### src/rtl/pe_pkg.sv
// Shared definitions for the PE datapath primitives.
package pe_pkg;

  localparam int PE_DATA_W = 24;

  // Select width that never collapses to zero bits for a two-input mux.
  function automatic int clog2_min1(input int n);
    return (n <= 2) ? 1 : $clog2(n);
  endfunction

  // One pipeline slot as seen by a debugger or a wider bus.
  typedef struct packed {
    logic [PE_DATA_W-1:0] data;
    logic                 err;
    logic                 vld;
  } pipe_stage_t;

endpackage

### src/rtl/pipe_stage.sv
// One register stage of the mux pipeline: data, error flag, valid and local ready.
module pipe_stage
  import pe_pkg::*;
#(
  parameter int DATA_W = PE_DATA_W
) (
  input  logic              clk,
  input  logic              rst,
  input  logic              flush,
  input  logic [DATA_W-1:0] in_data,
  input  logic              in_err,
  input  logic              in_vld,
  input  logic              rdy_nxt,
  output logic [DATA_W-1:0] out_data,
  output logic              out_err,
  output logic              out_vld,
  output logic              rdy
);

  logic [DATA_W-1:0] data_p;
  logic              err_p;
  logic              vld_p;

  // An empty stage always accepts, so bubbles collapse behind a stall.
  assign rdy = !vld_p || rdy_nxt;

  // Valid bit: cleared by reset or flush, otherwise follows the upstream valid on a move.
  always_ff @(posedge clk) begin
    if (rst) begin
      vld_p <= 1'b0;
    end else if (flush) begin
      vld_p <= 1'b0;
    end else if (rdy) begin
      vld_p <= in_vld;
    end
  end

  // Payload: zeroed on reset, kept through flush, loaded only for real words.
  always_ff @(posedge clk) begin
    if (rst) begin
      data_p <= '0;
      err_p  <= 1'b0;
    end else if (!flush && rdy && in_vld) begin
      data_p <= in_data;
      err_p  <= in_err;
    end
  end

  assign out_data = data_p;
  assign out_err  = err_p;
  assign out_vld  = vld_p;

endmodule

### src/rtl/mux_dff_pipe.sv
// NUM_IN-way operand select registered through a DEPTH-stage valid/ready pipeline.
module mux_dff_pipe
  import pe_pkg::*;
#(
  parameter  int DATA_W = PE_DATA_W,
  parameter  int NUM_IN = 4,
  parameter  int DEPTH  = 2,
  localparam int SEL_W  = clog2_min1(NUM_IN)
) (
  input  logic                     clk,
  input  logic                     rst,
  input  logic [NUM_IN*DATA_W-1:0] in_data,
  input  logic [SEL_W-1:0]         sel,
  input  logic                     in_valid,
  output logic                     in_ready,
  input  logic                     flush,
  output logic [DATA_W-1:0]        out_data,
  output logic                     out_err,
  output logic                     out_valid,
  input  logic                     out_ready
);

  logic [DATA_W-1:0] mux_data;
  logic              mux_err;

  // Index 0 is the mux output; index k+1 is the output of stage k.
  logic [DATA_W-1:0] data_p [DEPTH+1];
  logic              err_p  [DEPTH+1];
  logic [DEPTH:0]    vld_p;
  logic [DEPTH-1:0]  rdy_st;
  logic              unused_rdy;

  // Word select with range check; an out-of-range select yields zero data and err.
  always_comb begin
    mux_data = '0;
    mux_err  = 1'b1;
    for (int i = 0; i < NUM_IN; i++) begin
      if (sel == SEL_W'(i)) begin
        mux_data = in_data[i*DATA_W +: DATA_W];
        mux_err  = 1'b0;
      end
    end
  end

  assign data_p[0] = mux_data;
  assign err_p[0]  = mux_err;
  assign vld_p[0]  = in_valid;

  genvar k;
  for (k = 0; k < DEPTH; k++) begin : g_stage
    logic rdy_nxt;

    // Downstream ready is derived from the registered valids, so the chain has no comb loop:
    // stage k+1 can take a word if the output drains or any stage beyond k is empty.
    if (k == DEPTH-1) begin : g_last
      assign rdy_nxt = out_ready;
    end else begin : g_mid
      assign rdy_nxt = out_ready || !(&vld_p[DEPTH:k+2]);
    end

    pipe_stage #(
      .DATA_W (DATA_W)
    ) u_stage (
      .clk      (clk),
      .rst      (rst),
      .flush    (flush),
      .in_data  (data_p[k]),
      .in_err   (err_p[k]),
      .in_vld   (vld_p[k]),
      .rdy_nxt  (rdy_nxt),
      .out_data (data_p[k+1]),
      .out_err  (err_p[k+1]),
      .out_vld  (vld_p[k+1]),
      .rdy      (rdy_st[k])
    );
  end

  // Only the first stage's ready faces upstream; the rest are internal.
  assign unused_rdy = ^rdy_st;

  // Flush accepts (and discards) the offered word; reset refuses it.
  assign in_ready = rst ? 1'b0 : (flush ? 1'b1 : rdy_st[0]);

  assign out_data  = data_p[DEPTH];
  assign out_err   = err_p[DEPTH];
  assign out_valid = vld_p[DEPTH];

endmodule

### config.mk
export PLATFORM = sky130hd
export DESIGN_NAME = mux_dff_pipe
export DESIGN_NICKNAME = d
export VERILOG_FILES = /design/src/rtl/pe_pkg.sv /design/src/rtl/pipe_stage.sv /design/src/rtl/mux_dff_pipe.sv
export SDC_FILE = /design/constraint.sdc
export NUM_CORES = 1
export LEC_CHECK = 0
export CORE_MARGIN = 2
export CORE_UTILIZATION = 25
export DETAILED_ROUTE_END_ITERATION = 16
export HOLD_SLACK_MARGIN = 0.1
export MAX_ROUTING_LAYER = met4
export SLEW_MARGIN = 40
export SYNTH_ARGS = -nofsm -noshare
export SYNTH_HDL_FRONTEND = slang
export SYNTH_SLANG_ARGS = --single-unit
### constraint.sdc
create_clock -name clk -period 4.6 [get_ports clk]
set_input_delay 1.38 -clock clk [delete_from_list [all_inputs] [get_ports clk]]
set_output_delay 1.38 -clock clk [all_outputs]
set_load 0.05 [all_outputs]
Word-level counts from Yosys, hierarchy flattened
Index checks and enable logic that the tools add are counted.

Equality and inequality tests: 3. Mux-type cells: 10. Reductions and logical operators: 11.

Operators with widths (number): two-way mux 24 bit (4); two-way mux 1 bit (6); equality test 2 bit (second input constant) (2); logical AND 1 bit (4); logical NOT 1 bit (3); equality test 2 x 1 -> 1 bit (second input constant) (1); logical NOT 2 bit (1); logical OR 1 bit (2); OR reduction 2 bit (1).

Bits in registers: 52. Word-level logic and storage cells: 30.

Depth between registers and ports, before layout
Gate-level depths: netlist (run 1).

Depth after elaboration: 5. Depth in mapped cells: 5. Gate-level depth less buffers: 3.

Cells and area by module
Synthesis (run 1) repeated with hierarchy kept, for this count alone.

Cell total of the unflattened synthesis: 261. Area, all modules: 3025.4 um^2.

By module, submodules not included: pipe_stage (instances 2, cells an instance 114, area each 1192.4 um^2, sequential area each 520.5 um^2); mux_dff_pipe (instances 1, cells an instance 33, area each 640.6 um^2, sequential area each 0.0 um^2).

Worst setup path after synthesis (run 1)
No wires, ideal clock.

Kind: input port to output port. From: input port flush. To: output port in_ready. Arrival time: 2.552 ns. Data required time: 3.220 ns. Setup slack: 0.668 ns. Stages on the path: 4. Cell sequence: nor2b_1 > buf_2 > clkbuf_1 > a21oi_1.

Longest elaborated chain between the ends: 2.

Ends and longest elaborated chain: from (decl) (RTL line mux_dff_pipe.sv:16) `input logic flush,`; two-way mux 1 bit (2 in series) (RTL line mux_dff_pipe.sv:82) `assign in_ready = rst ? 1'b0 : (flush ? 1'b1 : rdy_st[0]);`; to (decl) (RTL line mux_dff_pipe.sv:15) `output logic in_ready,`.

No other way between the ends.

Worst setup path in the final report (run 1)
Ends and elaborated chain as after synthesis.

==> flow_metrics.tcl, run 1 <==
set metrics [dict create \
    powerDensity_nw_per_um2 246 \
    regArea_um2 1040 \
    clock_path_buffers 2 \
    internal_power_mw 0.750 \
    pwr-share-comb 0.195 \
    p_leak_nw 1.34 \
    drt_iter0_drc 103 \
    critical-path-max-stage-delay_ns 0.63 \
    maxCapViolCount 0 \
    final_util 0.380 \
    fin_ws_ns 0.702 \
    ys_ff_latch 52 \
    io_buffers 129 \
    endpoint_kind "primary output" \
    multi_input_area_um2 1250 \
    power_switching_mw 0.211 \
    grt_pass1_vias 2343 \
    syn2layout_area_growth_pct 48.9 \
    max_freq_mhz 257 \
    drc_errors 0 \
    whs_path_depth 2 \
    critPathLaunchType "primary input" \
    hpwl_um 5830 \
    setup_viol 0 \
    wire_per_inst_um 16.2 \
    min_period_over_period 0.847 \
    ant_nets 0 \
    hold_path_class "flop to flop" \
    htreeDepth 2 \
    layout_commonest_cell "clkdlybuf4s50_1" \
    final_hold_viol_count 0 \
    place_ws_ns 0.663 \
    r2r_cells 3 \
    gr-total-overflow 0 \
    tns_ns 0 \
    initial_core_util 0.255 \
    cts_setup_buffers 0 \
    cts_hold_buf 0 \
    synth_cells 237 \
    avgSynthCellArea_um2 11.1 \
    path_class "primary input to primary output" \
    clk_pin_slew_worst_paths_ns 0.09 \
    rsz0062_at_grt "no" \
    syn_nets 340 \
    yosys_warnings 0 \
    cts.sinks 52 \
    antenna_cells 0 \
    firstDrtPassIters 4 \
    synth_area_um2 2620 \
    grt_max_degree 30 \
    finalPower_mw 0.961 \
    finalClockSkew_ns 0.00410 \
    fill_cells 1032 \
    drt-total-wl_um 7550 \
    min_period_ns 3.90 \
    clkPwrFrac 0.314 \
    cts_root_buf "clkbuf_8" \
    cts_resized 0 \
    cts_buffers 5 \
    rows 37 \
    antenna_found_initial 0 \
    ir_drop_v 0.000123 \
    ys_seq_area_frac 0.397 \
    die_h_um 106 \
    arrival_ns 2.52 \
    vias 2196 \
    cpMaxStageDelayCell "clkdlybuf4s50_1" \
    synth.distinct_cells 22 \
    timing_worst_slew_pin_value_ns 0.723 \
    layout-drive-gt1-share 0.118 \
    hold_slack_ns 0.466 \
    relSlewSlack 0.518 \
    grt_pass1_wl_um 12000 \
    p_sw_frac 0.219 \
    finalNetCount 433 \
    clock_latency_ns 0.30 \
    cp.required_ns 3.22 \
    chipWidth_um 106 \
    cp_max_fo 6 \
    layout_common_cells "clkdlybuf4s50_1 (127), dfxtp_1 (52), a21oi_1 (26), nand3_1 (25), o21ai_0 (25)" \
    vias_per_cell 4.70 \
    track_usage 0.138 \
    cp_cell_sequence "clkdlybuf4s50_1, nor2b_2, a21oi_1, buf_4" \
    dieArea_um2 11300 \
    outcome "finished clean" \
    io_pins 130 \
    finalMaxSlewViolations 0 \
    sequentialPowerShare 0.491 \
    gp_congestion 0.778 \
    cts_tree "yes" \
    coreArea_um2 10300 \
]
## synth_stat cells
cell	number	area, µm²
dfxtp_1	52	1040
a21oi_1	26	130
buf_4	26	195
nand3_1	25	125
o21ai_0	25	125
a22o_1	24	210
mux4_2	20	450
clkbuf_1	11	41.3
buf_2	8	40.0
mux4_1	4	105
buf_12	2	40.0
inv_1	2	7.51
nand2b_1	2	12.5
nor2b_1	2	12.5
a211oi_1	1	7.51
a31oi_4	1	21.3
and2_1	1	6.26
buf_6	1	11.3
nand3b_1	1	7.51
nor2_1	1	3.75
nor3_1	1	5.00
nor4b_4	1	23.8
## worst max-delay path: cells and delay by family
| kind | cells | cell delay [ns] |
|---|---|---|
| buffers and inverters | 2 | 0.86 |
| AO/OA/AOI/OAI | 1 | 0.18 |
| AND/OR/NAND/NOR | 1 | 0.09 |
## kinds of logic after synthesis
kind of cell           after synthesis  synth area share
AOI/OAI and AO/OA                   77             0.188
buffers and inverters               50             0.128
DFF                                 52             0.397
muxes                               24             0.212
and+or+nand+nor                     34            0.0749
## final timing paths
kind / from / endpoint / slack, ns
max: flush / in_ready / 0.70
max reg2reg: g_stage[0].u_stage.out_vld / g_stage[0].u_stage.out_data[5] / 3.03
min reg2reg: g_stage[0].u_stage.out_err / g_stage[1].u_stage.out_err / 0.47
min: g_stage[0].u_stage.out_err / g_stage[1].u_stage.out_err / 0.47
## state kept, by name, indices dropped and copies added, names as in the netlist
name,count
g_stage.u_stage.out_data,48
g_stage.u_stage.out_vld,2
g_stage.u_stage.out_err,2
## cell type report
type / count / share of cell area
Tap cell: 136 / 0.0436
Sequential cell: 52 / 0.267
Clock inverter: 2 / 0.00897
Clock buffer: 6 / 0.0186
Inverter: 2 / 0.00192
Timing Repair Buffer: 134 / 0.339
Multi-Input combinational cell: 135 / 0.321
## per-stage QoR
stage | std cells | cell area [µm²]
final | 467 | 3900
after global placement | 459 | 3790
after CTS | 467 | 3900
after floorplan | 237 | 2620
after global routing | 467 | 3900
after detailed placement | 459 | 3790
## per-layer routing
layer	vias up	global-route usage	share of wire
li1	1057	-	-
met1	1046	0.183	0.45
met2	83	0.217	0.48
met3	10	0.0202	0.051
met4	0	0.0455	0.017
met5	-	-	0
## power by group through the flow
stage / sequential, mW / combinational [mW] / clock [mW]
floorplan: 0.481 / 0.0880 / 0
global placement: 0.483 / 0.186 / 0
detailed placement: 0.483 / 0.189 / 0
CTS: 0.472 / 0.189 / 0.311
global route: 0.474 / 0.201 / 0.331
finish: 0.472 / 0.187 / 0.301
Power figures use the tool's default switching activity.
==> run 2, diff against run 1 <==
- clock period: 4.6 -> 4 ns (I/O delays scaled with it)
==> run 2 against run 1 <==
Via count decreased by 0.55%; clock skew increased by 0.0047 ns; setup slack got worse by 0.23 ns; critical path type unchanged; global-route usage is 0.18 points higher; count of clock-buffer cells in the layout stayed put.
==> flow_metrics.tcl, run 2 (synthesized netlist as in run 1, its figures left out) <==
set metrics [dict create \
    path_class "primary input to primary output" \
    ir_drop_v 0.000157 \
    syn2layout_area_growth_pct 48.9 \
    cp_max_fo 6 \
    finalClockSkew_ns 0.00884 \
    wire_per_inst_um 16.3 \
    cts.sinks 52 \
    hpwl_um 5850 \
    layout_common_cells "clkdlybuf4s50_1 (127), dfxtp_1 (52), a21oi_1 (26), nand3_1 (25), o21ai_0 (25)" \
    grt_pass1_wl_um 12000 \
    setup_viol 0 \
    highest_layer "met4" \
    maxCapViolCount 0 \
    cpMaxStageDelayCell "clkdlybuf4s50_1" \
    cts_root_buf "clkbuf_8" \
    coreArea_um2 10300 \
    grt_max_degree 30 \
    cts_setup_buffers 0 \
    wl_met2_um 3590 \
    p_leak_nw 1.34 \
    rrSetupSlack_ns 2.57 \
    ant_nets 0 \
    outcome "finished clean" \
    cp_top_family "buffers and inverters" \
    dieArea_um2 11300 \
    tns_ns 0 \
    gr-total-overflow 0 \
    timing_worst_slew_pin_value_ns 0.708 \
    min_period_ns 3.52 \
    critical-path-max-stage-delay_ns 0.62 \
    vias 2184 \
    crit_end "in_ready" \
    layout-drive-gt1-share 0.123 \
    htreeDepth 2 \
    io_pins 130 \
    finalMaxSlewViolations 0 \
    worst-path-stages 4 \
    clock_path_buffers 2 \
    drt-total-wl_um 7660 \
    cts_buffers 5 \
    critPathBufInv 2 \
    finalNetCount 435 \
    route.met3.wl_um 452 \
    hold_path_class "flop to flop" \
    die_h_um 106 \
    design_area_um2 3910 \
    r2r_end "g_stage[0].u_stage.out_data[7]" \
    final_hold_viol_count 0 \
    min_period_over_period 0.881 \
    cts_resized 0 \
    initial_core_util 0.255 \
    placed_area_um2 3800 \
    clock_latency_ns 0.30 \
    largest_reg_flops 48 \
    cts_hold_buf 0 \
    chipWidth_um 106 \
    drc_errors 0 \
    cts_tree "yes" \
    cp_cell_sequence "clkdlybuf4s50_1, nor2b_2, a21oi_1, buf_4" \
    endpoint_kind "primary output" \
    final_cell_count_no_fill 469 \
    fill_cells 1053 \
    rows 37 \
    arrival_ns 2.32 \
    m1WireLength_um 3500 \
    gp_congestion 0.762 \
    vias_per_cell 4.66 \
    drt_iter0_drc 137 \
    r2r_start "g_stage[0].u_stage.out_vld" \
    startpoint "flush" \
    antenna_found_initial 0 \
    firstDrtPassIters 6 \
    max_freq_mhz 284 \
    relSlewSlack 0.528 \
    cp.required_ns 2.80 \
    dp.cells 460 \
    antenna_cells 0 \
    track_usage 0.140 \
    r2r_cells 4 \
    powerDensity_nw_per_um2 271 \
    final_util 0.380 \
    layout_commonest_cell "clkdlybuf4s50_1" \
    critPathLaunchType "primary input" \
    io_buffers 129 \
    clk_pin_slew_worst_paths_ns 0.10 \
    grt_pass1_vias 2235 \
    hold_slack_ns 0.468 \
    rsz0062_at_grt "no" \
]
==> run 2: layout make-up <==
cell class | instances | area (µm²) | share of cell area
clock buffers | 6 | 72.6 | 0.0186
clock inverters | 2 | 16.3 | 0.00417
inverters | 2 | 7.51 | 0.00192
multi-input cells | 135 | 1250 | 0.321
flip-flops and latches | 52 | 1040 | 0.267
well taps | 136 | 170 | 0.0436
repair buffers | 136 | 1340 | 0.344
==> run 2: power by group <==
part | switching [mW] | internal, mW
clock network | 0.175 | 0.125
registers | 0.0116 | 0.534
logic | 0.0688 | 0.145
total | 0.255 | 0.804
==> run 2: worst min path at each step <==
| stage | start | endpoint | slack, ns | depth (start not counted) |
|---|---|---|---|---|
| 4_1_cts | g_stage[0].u_stage.out_data[17] | g_stage[1].u_stage.out_data[17] | 0.47 | 2 |
| 5_1_grt | g_stage[0].u_stage.out_err | g_stage[0].u_stage.out_err | 0.49 | 1 |
| 3_5_place_dp | g_stage[0].u_stage.out_err | g_stage[0].u_stage.out_err | 0.45 | 1 |
| 2_1_floorplan | g_stage[0].u_stage.out_err | g_stage[0].u_stage.out_err | 0.43 | 1 |
| 6_report | g_stage[0].u_stage.out_data[18] | g_stage[1].u_stage.out_data[18] | 0.47 | 2 |
| 3_3_place_gp | g_stage[0].u_stage.out_err | g_stage[0].u_stage.out_err | 0.44 | 1 |
==> run 2: worst min-delay path: cells and delay by family, from the launching register on <==
kind,cells,cell delay [ns]
AND/OR/NAND/NOR,1,0.06
AO/OA/AOI/OAI,1,0.05
flip-flops,1,0.32
==> run 2: per-stage QoR <==
| stage | total power, mW | setup WS, ns |
|---|---|---|
| 6_report | 1.06 | 0.475 |
| 5_1_grt | 1.11 | 0.361 |
| 4_1_cts | 1.07 | 0.418 |
| 3_5_place_dp | 0.771 | 0.427 |
| 3_3_place_gp | 0.768 | 0.481 |
| 2_1_floorplan | 0.654 | 0.428 |
==> run 2: routing by layer <==
| metal | track usage | vias to the layer above |
|---|---|---|
| li1 | - | 1059 |
| met1 | 0.189 | 1041 |
| met2 | 0.216 | 75 |
| met3 | 0.0215 | 9 |
| met4 | 0.0436 | 0 |
| met5 | - | - |
